===== src/rtl/hack_cpu_mc.sv =====
// hack_cpu_mc -- multi-cycle Hack CPU core with req/ack instruction and data
// memory ports. Each instruction walks FETCH -> DECODE -> [MEM_RD] -> EXEC ->
// [MEM_WR]; every memory phase waits for its ack, so any latency is tolerated.
//
// Ports:
//   clock, reset_n       sole clock (posedge), synchronous active-low reset
//   hold                 blocks the start of a new fetch (never aborts one)
//   imem_req/addr/ack/rdata         instruction fetch handshake (addr == pc)
//   dmem_req/we/addr/wdata/ack/rdata data read/write handshake
//   pc                   program counter
//   retire               high for the cycle an instruction completes
//   cycle_count, instr_count (only with HACK_CPU_MC_PERF_EN defined)
//
// Optional build macro: HACK_CPU_MC_PERF_EN adds wrapping 32-bit cycle and
// retired-instruction counters.
module hack_cpu_mc #(
  parameter int DATA_WIDTH = 16,
  parameter int ADDR_WIDTH = 15
) (
  input  logic                  clock,
  input  logic                  reset_n,
  input  logic                  hold,
  output logic                  imem_req,
  output logic [ADDR_WIDTH-1:0] imem_addr,
  input  logic                  imem_ack,
  input  logic [15:0]           imem_rdata,
  output logic                  dmem_req,
  output logic                  dmem_we,
  output logic [ADDR_WIDTH-1:0] dmem_addr,
  output logic [DATA_WIDTH-1:0] dmem_wdata,
  input  logic                  dmem_ack,
  input  logic [DATA_WIDTH-1:0] dmem_rdata,
  output logic [ADDR_WIDTH-1:0] pc,
  output logic                  retire
`ifdef HACK_CPU_MC_PERF_EN
  ,
  output logic [31:0]           cycle_count,
  output logic [31:0]           instr_count
`endif
);

  localparam logic [2:0] S_IDLE   = 3'd0;
  localparam logic [2:0] S_FETCH  = 3'd1;
  localparam logic [2:0] S_DECODE = 3'd2;
  localparam logic [2:0] S_MEM_RD = 3'd3;
  localparam logic [2:0] S_EXEC   = 3'd4;
  localparam logic [2:0] S_MEM_WR = 3'd5;

  logic [2:0]            state_q, state_d;
  logic [ADDR_WIDTH-1:0] pc_q, pc_d;
  logic [DATA_WIDTH-1:0] a_q, a_d, d_q, d_d, m_q, m_d;
  logic [15:0]           ir_q, ir_d;
  logic [ADDR_WIDTH-1:0] daddr_q, daddr_d;
  logic [DATA_WIDTH-1:0] wdata_q, wdata_d;

  // ALU always sees the pre-EXEC A/D, so AM=/AMD=/A=..;JMP keep Hack semantics.
  logic [DATA_WIDTH-1:0] alu_x, alu_y, alu_out;
  logic                  zr, ng, jump;

  always_comb begin
    alu_x = d_q;
    alu_y = ir_q[12] ? m_q : a_q;
    if (ir_q[11]) alu_x = '0;
    if (ir_q[10]) alu_x = ~alu_x;
    if (ir_q[9])  alu_y = '0;
    if (ir_q[8])  alu_y = ~alu_y;
    alu_out = ir_q[7] ? (alu_x + alu_y) : (alu_x & alu_y);
    if (ir_q[6])  alu_out = ~alu_out;
    zr   = (alu_out == '0);
    ng   = alu_out[DATA_WIDTH-1];
    jump = (ir_q[2] & ng) | (ir_q[1] & zr) | (ir_q[0] & ~ng & ~zr);
  end

  always_comb begin
    state_d = state_q;
    pc_d    = pc_q;
    a_d     = a_q;
    d_d     = d_q;
    m_d     = m_q;
    ir_d    = ir_q;
    daddr_d = daddr_q;
    wdata_d = wdata_q;
    retire  = 1'b0;
    case (state_q)
      S_IDLE: if (!hold) state_d = S_FETCH;
      S_FETCH: if (imem_ack) begin
        ir_d    = imem_rdata;
        state_d = S_DECODE;
      end
      S_DECODE: begin
        if (!ir_q[15]) begin
          a_d     = DATA_WIDTH'(ir_q[14:0]);
          pc_d    = pc_q + ADDR_WIDTH'(1);
          retire  = 1'b1;
          state_d = hold ? S_IDLE : S_FETCH;
        end else if (ir_q[12]) begin
          // address registered here so dmem_addr is stable for the whole read
          daddr_d = a_q[ADDR_WIDTH-1:0];
          state_d = S_MEM_RD;
        end else begin
          state_d = S_EXEC;
        end
      end
      S_MEM_RD: if (dmem_ack) begin
        m_d     = dmem_rdata;
        state_d = S_EXEC;
      end
      S_EXEC: begin
        if (ir_q[5]) a_d = alu_out;
        if (ir_q[4]) d_d = alu_out;
        pc_d = jump ? a_q[ADDR_WIDTH-1:0] : pc_q + ADDR_WIDTH'(1);
        if (ir_q[3]) begin
          daddr_d = a_q[ADDR_WIDTH-1:0];
          wdata_d = alu_out;
          state_d = S_MEM_WR;
        end else begin
          retire  = 1'b1;
          state_d = hold ? S_IDLE : S_FETCH;
        end
      end
      S_MEM_WR: if (dmem_ack) begin
        retire  = 1'b1;
        state_d = hold ? S_IDLE : S_FETCH;
      end
      default: state_d = S_IDLE;
    endcase
  end

  always_ff @(posedge clock) begin
    if (!reset_n) begin
      state_q <= S_IDLE;
      pc_q    <= '0;
      a_q     <= '0;
      d_q     <= '0;
      m_q     <= '0;
      ir_q    <= '0;
      daddr_q <= '0;
      wdata_q <= '0;
    end else begin
      state_q <= state_d;
      pc_q    <= pc_d;
      a_q     <= a_d;
      d_q     <= d_d;
      m_q     <= m_d;
      ir_q    <= ir_d;
      daddr_q <= daddr_d;
      wdata_q <= wdata_d;
    end
  end

  // Requests are pure state decodes: no ack-to-req combinational path.
  assign imem_req   = (state_q == S_FETCH);
  assign imem_addr  = pc_q;
  assign dmem_req   = (state_q == S_MEM_RD) || (state_q == S_MEM_WR);
  assign dmem_we    = (state_q == S_MEM_WR);
  assign dmem_addr  = daddr_q;
  assign dmem_wdata = wdata_q;
  assign pc         = pc_q;

`ifdef HACK_CPU_MC_PERF_EN
  logic [31:0] cyc_cnt_q, cyc_cnt_d, ins_cnt_q, ins_cnt_d;

  always_comb begin
    cyc_cnt_d = cyc_cnt_q + 32'(!hold);
    ins_cnt_d = ins_cnt_q + 32'(retire);
  end

  always_ff @(posedge clock) begin
    if (!reset_n) begin
      cyc_cnt_q <= '0;
      ins_cnt_q <= '0;
    end else begin
      cyc_cnt_q <= cyc_cnt_d;
      ins_cnt_q <= ins_cnt_d;
    end
  end

  assign cycle_count = cyc_cnt_q;
  assign instr_count = ins_cnt_q;
`endif

endmodule


===== config.mk =====
export PLATFORM = sky130hd
export DESIGN_NAME = hack_cpu_mc
export DESIGN_NICKNAME = d
export VERILOG_FILES = /design/src/rtl/hack_cpu_mc.sv
export SDC_FILE = /design/constraint.sdc
export NUM_CORES = 1
export LEC_CHECK = 0
export CORE_MARGIN = 4
export CORE_UTILIZATION = 57
export CTS_BUF_LIST = sky130_fd_sc_hd__clkbuf_4 sky130_fd_sc_hd__clkbuf_8
export CTS_CLUSTER_DIAMETER = 120
export DETAILED_ROUTE_END_ITERATION = 8
export PLACE_DENSITY = 0.83
export SYNTH_ARGS = -nofsm -noshare
export SYNTH_HDL_FRONTEND = slang
export SYNTH_SLANG_ARGS = --single-unit

===== constraint.sdc =====
create_clock -name clock -period 6.8 [get_ports clock]
set_input_delay 0.68 -clock clock [delete_from_list [all_inputs] [get_ports clock]]
set_output_delay 0.68 -clock clock [all_outputs]
set_load 0.01 [all_outputs]

==> run_results.csv, run 1 <==
group,metric,value,unit
status,status,"completed",
sta,drv_slew,0,
yosys,synth_fp_nets,916,
power,combPwrFrac,0.168,
cts,post_cts_buffers,0,
detailed_routing,vias,6375,
sta,hold_viol_final,0,
setup_path,reg2reg_from,"ir_q[12]",
cts,clk_latency,0.44,ns
sta,worst_slew_pin_slew,1.214,ns
power,power_frac_seq,0.448,
power,sw_frac_of_total,0.2855,
detailed_routing,drc,0,
cts,cts.sinks,113,
yosys,yosysUniqueCellTypes,71,
placement,dp_hpwl,13290,um
global_route,grtUsageMet2,0.4374,
setup_path,critical_path_required,7.16,ns
placement,io_buffers,101,
finish,regArea,2262,um^2
global_route,grt-ovfl-total,0,
global_route,antenna_found_initial,0,
die,start_util,0.5876,
finish,multi_input_area,4160,um^2
sta,setup_viol,0,
sta,maxSlewHeadroom,0.1875,
yosys,synthArstFlopShare,0,
min_path,hp-start,"dmem_wdata[14]",
power,p_leak,2.927,nW
setup_path,worst_ep_arrival_time,6.22,ns
detailed_routing,firstDrtPassIters,7,
yosys,syn_area,6795,um^2
sta,fin_skew,0.01165,ns
yosys,yosys_warnings,0,
cts,cts_resized,0,
global_route,grtUsageMet1,0.3694,
power,pwr_density_cell,198.4,nW/um^2
finish,insertedDiodeCount,0,
sta,post-route-period-util,0.8617,
setup_path,crit_path_end_kind,"register",
detailed_routing,wire_per_inst,17.06,um
detailed_routing,first_iter_violations,641,
detailed_routing,antenna_left,0,
sta,rsz0062_at_grt,"false",
sta,fin_crit,5.860,ns
yosys,synthFlopType,"dfxtp_1",
yosys,synth_seq_cells,113,
min_path,hold_path_class,"reg2reg",
sta,tns,0,ns
cts,numCtsBuffers,17,
detailed_routing,via_per_inst,5.908,
finish,drive_above_1_share,0.06517,
global_route,grt_pass1_vias,5648,
setup_path,crit_fanout,27,
die,ios,102,
cts,clock-root-buffer,"clkbuf_8",
die,dieArea,13730,um^2
placement,place.gp.congestion,0.9758,
cts,clk_pin_slew_worst_paths,0.07,ns
die,row_count,39,
finish,nets,978,
setup_path,crit_start,"ir_q[12]",
global_route,grt_use_total,0.2705,
yosys,syn_area_per_cell,7.892,um^2
detailed_routing,wl,18410,um
cts,cts_max_path_buffers,2,
finish,num-fill-cells,962,
job,cap_violations,0,
finish,area_growth,19.48,%
die,dieWidth,117.2,um
yosys,syn_inst,861,
cts,cts-hold-fix-buffers,0,
cts,htree_levels,4,
global_route,met3_usage,0.04884,
cts,cts_tree,"yes",
die,die-height,117.2,um
setup_path,worstSetupStartpointType,"register",
yosys,yosysSeqAreaShare,0.3329,
power,total_power,0.001611,W
sta,max_freq,170.7,MHz
power,intPower,0.001151,W
global_route,busiest_layer,"met2",
setup_path,path_class,"reg2reg",
power,ir_drop,141.6,uV
power,p_sw,0.0004599,W
global_route,grt_max_degree,68,
global_route,grt_pass1_wl,28920,um
yosys,synth_edf_count,0,
die,coreArea,11560,um^2
power,pwr-share-clk,0.385,
[logic make-up after synthesis]
group	count (synthesis)	synth area share
AND/OR/NAND/NOR	372	0.2565
AO/OA/AOI/OAI	190	0.1976
flip-flops	113	0.3329
buffers and inverters	79	0.05634
XOR/XNOR	49	0.06316
multiplexers	40	0.05929
adder cells (fa/ha/maj)	18	0.03425
[through the flow]
stage               utilization  cell area, um^2  cells  hold WS [ns]  setup WS, ns
detailed placement       0.6688             7735   1047        0.4459        0.9869
global placement         0.6688             7735   1047        0.4424         1.121
global route             0.7020             8119   1079        0.4771        0.6591
CTS                      0.7020             8119   1079        0.4571        0.9943
finish                   0.7020             8119   1079        0.4515        0.9402
floorplan                     -             6795    861        0.4431         1.406
[layer usage]
metal | vias up | wire length, um
li1 | 3118 | -
met4 | 0 | 312
met2 | 261 | 8516
met5 | - | 0
met3 | 31 | 1454
met1 | 2965 | 8127
[worst paths after layout]
check,to,slack (ns),cells past startpoint
max,imem_addr[2],0.94,17
min,dmem_wdata[14],0.45,2
max reg2reg,imem_addr[2],0.94,17
min reg2reg,dmem_wdata[14],0.45,2
[synth_stat cells, types with 3 or more instances]
library cell  instances  area share
o21a_1                6      0.0066
nor2_1               62       0.034
nor3_1                7      0.0052
a311oi_1             10       0.013
ha_1                 17       0.031
nand3b_1             11       0.012
nand3_1              14       0.010
buf_2                 3      0.0022
o211ai_1              6      0.0066
a31oi_1              11       0.010
inv_1                 7      0.0039
or3_1                12       0.011
nand2b_1             23       0.021
nand2_1             185        0.10
a22o_1                5      0.0064
nor4_1                3      0.0028
o21ai_0              19       0.014
mux2i_1              38       0.056
xor2_1               21       0.027
a211oi_1              6      0.0066
clkbuf_1             45       0.025
a22oi_1               9      0.0099
a21boi_0             47       0.052
o211a_1               3      0.0044
a21oi_1              38       0.028
nor2b_1              10      0.0092
dfxtp_1             113        0.33
and2_1                8      0.0074
buf_1                 5      0.0028
or2_2                 5      0.0046
buf_4                15       0.017
a21o_1                4      0.0044
and3_1                8      0.0074
xnor2_1              28       0.036
or4_1                10       0.011
[critical path: stages, from the launching register on]
cell      delay, ns
dfxtp_1        0.55
buf_4          0.29
mux2i_1        0.20
nor2_1         0.06
xor2_1         0.19
fa_1           0.47
a21o_1         0.21
a221o_1        0.37
and2_4         0.17
a221oi_2       0.25
nand3_2        0.16
or4_1          0.54
or4_4          0.53
o41a_1         0.39
a21oi_2        0.76
buf_4          0.30
a22oi_1        0.10
a31oi_1        0.22
[placed cells by master, fill, tap and decap left out, types with 18 or more instances in the layout]
| cell | Yosys | layout |
|---|---|---|
| a21boi_0 | 47 | 47 |
| a21oi_1 | 38 | 37 |
| clkbuf_8 | 0 | 18 |
| clkdlybuf4s50_1 | 0 | 100 |
| dfxtp_1 | 113 | 113 |
| mux2i_1 | 38 | 38 |
| nand2_1 | 185 | 185 |
| nand2b_1 | 23 | 23 |
| nor2_1 | 62 | 62 |
| o21ai_0 | 19 | 19 |
| xnor2_1 | 28 | 28 |
| xor2_1 | 21 | 21 |
[power by group through the flow]
stage | Sequential, W | Clock [W] | Combinational [W]
floorplan | 0.000718 | 0 | 0.000186
global placement | 0.000735 | 0 | 0.000264
detailed placement | 0.000735 | 0 | 0.000267
CTS | 0.000721 | 0.000620 | 0.000268
global route | 0.000725 | 0.000649 | 0.000296
finish | 0.000722 | 0.000619 | 0.000270
[cell type report]
cell class | instances | area share
clock buffer | 21 | 0.03329
timing repair buffer | 114 | 0.1359
inverter | 8 | 0.003699
sequential | 113 | 0.2786
clock inverter | 11 | 0.01402
multi-input combinational | 669 | 0.5124
tap | 143 | 0.02204
[sequential cells by signal, indices dropped and copies added, names as in the netlist]
register,cells
a_q,16
d_q,16
dmem_addr,15
dmem_wdata,16
imem_addr,15
ir_q,16
m_q,16
state_q,3
No activity file was read; power rests on OpenSTA's default activity.
==> run 2: changes to the inputs <==
==> constraint.sdc (replaced) <==
create_clock -name clock -period 6.8 [get_ports clock]
set_input_delay 0.68 -clock clock [delete_from_list [all_inputs] [get_ports clock]]
set_output_delay 0.68 -clock clock [all_outputs]
set_load 0.005 [all_outputs]
==> results of run 2 <==
The final DEF is identical to that of run 1. Status: completed.
Main changes from that run: total power 0.001611 W -> 0.001605 W; worst IR drop on VDD 141.6 uV -> 141.5 uV
==> run 3: changes to the inputs <==
==> config.mk (replaced) <==
export PLATFORM = sky130hd
export DESIGN_NAME = hack_cpu_mc
export DESIGN_NICKNAME = d
export VERILOG_FILES = /design/src/rtl/hack_cpu_mc.sv
export SDC_FILE = /design/constraint.sdc
export NUM_CORES = 1
export LEC_CHECK = 0
export CORE_MARGIN = 4
export CORE_UTILIZATION = 55
export CTS_CLUSTER_DIAMETER = 120
export DETAILED_ROUTE_END_ITERATION = 8
export PLACE_DENSITY = 0.81
export SYNTH_ARGS = -nofsm -noshare
export SYNTH_HDL_FRONTEND = slang
export SYNTH_SLANG_ARGS = --single-unit
==> run_results.csv, run 3 (synthesis gave the netlist of run 1 again) <==
group,metric,value,unit
status,status,"completed",
setup_path,worst_ep_arrival_time,5.90,ns
power,sw_frac_of_total,0.2530,
finish,layoutNonFillerInstCount,1103,
finish,insertedDiodeCount,0,
placement,detailed_place.area,7759,um^2
sta,maxSlewHeadroom,0.2093,
cts,cts.sinks,113,
finish,final_cell_mix,"185 x nand2_1, 113 x dfxtp_1, 100 x clkdlybuf4s50_1",
global_route,grt_pass1_vias,5930,
sta,drv_slew,0,
cts,cts_resized,0,
detailed_routing,antenna_left,0,
finish,nets,977,
detailed_routing,drc,0,
sta,worst_slew_pin_slew,1.182,ns
cts,cts_max_path_buffers,2,
sta,post-route-period-util,0.8198,
setup_path,crit_fanout,37,
detailed_routing,wire_per_inst,17.36,um
power,power_frac_seq,0.377,
power,p_sw,0.0004850,W
global_route,antenna_found_initial,0,
setup_path,critical_path_required,7.13,ns
cts,cts-hold-fix-buffers,0,
power,combPwrFrac,0.139,
power,intPower,0.001432,W
min_path,hold_path_class,"reg2reg",
cts,clock-root-buffer,"clkbuf_16",
sta,fin_crit,5.574,ns
finish,num-fill-cells,974,
detailed_routing,first_iter_violations,756,
finish,final_common_cell,"nand2_1",
power,pwr_density_cell,228.7,nW/um^2
sta,max_freq,179.4,MHz
global_route,grt-ovfl-total,0,
die,dieArea,14200,um^2
setup_path,path_class,"reg2reg",
setup_path,max_stage_delay,0.65,ns
cts,htree_levels,4,
sta,setup_viol,0,
cts,numCtsBuffers,17,
setup_path,crit_path_end_kind,"register",
die,coreArea,12060,um^2
finish,area_growth,23.38,%
detailed_routing,via_per_inst,5.914,
power,pwr-share-clk,0.484,
power,ir_drop,200.0,uV
detailed_routing,firstDrtPassIters,5,
global_route,grt_max_degree,68,
cts,clk_latency,0.41,ns
die,dieWidth,119.2,um
placement,dp_hpwl,13470,um
cts,clk_pin_slew_worst_paths,0.05,ns
detailed_routing,vias,6523,
placement,place_inst,1071,
sta,fin_skew,0.01158,ns
placement,io_buffers,101,
die,die-height,119.2,um
sta,tns,0,ns
finish,final_area,8384,um^2
finish,drive_above_1_share,0.06310,
job,cap_violations,0,
sta,hold_viol_final,0,
sta,rsz0062_at_grt,"false",
setup_path,path_cells,"buf_4, mux2i_1, nor2_1, xor2_1, fa_1, a21o_1, a221o_1, and2_4, a221oi_2, nand3_2, or4_1, or4_4, o41ai_2, a21oi_2, buf_4, or4_1, a31oi_1",
cts,cts_tree,"yes",
setup_path,worstSetupStartpointType,"register",
power,p_leak,3.035,nW
global_route,grt_pass1_wl,30670,um
setup_path,cp_slowest_cell,"dfxtp_1",
global_route,grt_use_total,0.2700,
cts,post_cts_buffers,0,
die,row_count,40,
detailed_routing,wl,19150,um
placement,place.gp.congestion,0.9975,
die,start_util,0.5634,
die,ios,102,
[run 3: changes by cell type in the layout (fill, tap and decap cells not counted), moves of 2 or more]
cell / before / now
clkbuf_16: 0 / 17
clkinv_2: 6 / 4
clkbuf_8: 18 / 5
clkbuf_4: 3 / 0
clkinvlp_4: 2 / 0
[run 3: area by class of cell]
cell class,count,area (um^2),area share
repair buffers,113,1096,0.1307
multi-input cells,669,4160,0.4962
inverters,8,30.03,0.003582
clock buffers,23,498.0,0.05939
flip-flops and latches,113,2262,0.2698
well taps,168,210.2,0.02507
clock inverters,9,127.6,0.01522
[run 3: routing by layer]
layer / global-route usage / part of all wire / vias to the layer above
li1: - / - / 3126
met5: 0 / 0 / -
met4: 0.1086 / 0.028 / 0
met1: 0.3646 / 0.43 / 3050
met3: 0.04558 / 0.074 / 44
met2: 0.4292 / 0.47 / 303
[run 3: power by group through the flow]
stage	Combinational, W	Clock (W)	Sequential [W]
floorplan	0.000183	0	0.000716
global placement	0.000258	0	0.000735
detailed placement	0.000261	0	0.000736
CTS	0.000263	0.000937	0.000722
global route	0.000289	0.000965	0.000727
finish	0.000266	0.000928	0.000723
[run 3: worst max-delay path, delay by kind of cell (launching register included)]
| family | cells | cell delay, ns |
|---|---|---|
| AND/OR/NAND/NOR | 6 | 2.02 |
| AO/OA/AOI/OAI | 6 | 1.38 |
| flip-flops | 1 | 0.65 |
| buffers and inverters | 2 | 0.56 |
| adder cells (fa/ha/maj) | 1 | 0.47 |
| multiplexers | 1 | 0.20 |
| XOR/XNOR | 1 | 0.19 |
[run 3: final timing paths]
| path | depth (start not counted) | slack, ns | start | end |
|---|---|---|---|---|
| worst max register to register | 17 | 1.23 | ir_q[12] | imem_addr[3] |
| worst max-delay path | 17 | 1.23 | ir_q[12] | imem_addr[3] |
| worst min-delay path | 2 | 0.45 | dmem_wdata[10] | dmem_wdata[10] |
| worst min register to register | 2 | 0.45 | dmem_wdata[10] | dmem_wdata[10] |
[run 3: through the flow]
stage | power, W | hold slack [ns] | util | setup WS [ns]
after floorplan | 0.0008985 | 0.4431 | - | 1.406
after global placement | 0.0009933 | 0.4446 | 0.6433 | 1.482
after detailed placement | 0.0009966 | 0.4474 | 0.6433 | 1.329
after CTS | 0.001922 | 0.4547 | 0.6951 | 1.241
after global routing | 0.001981 | 0.4738 | 0.6951 | 0.9404
final | 0.001917 | 0.4521 | 0.6951 | 1.226
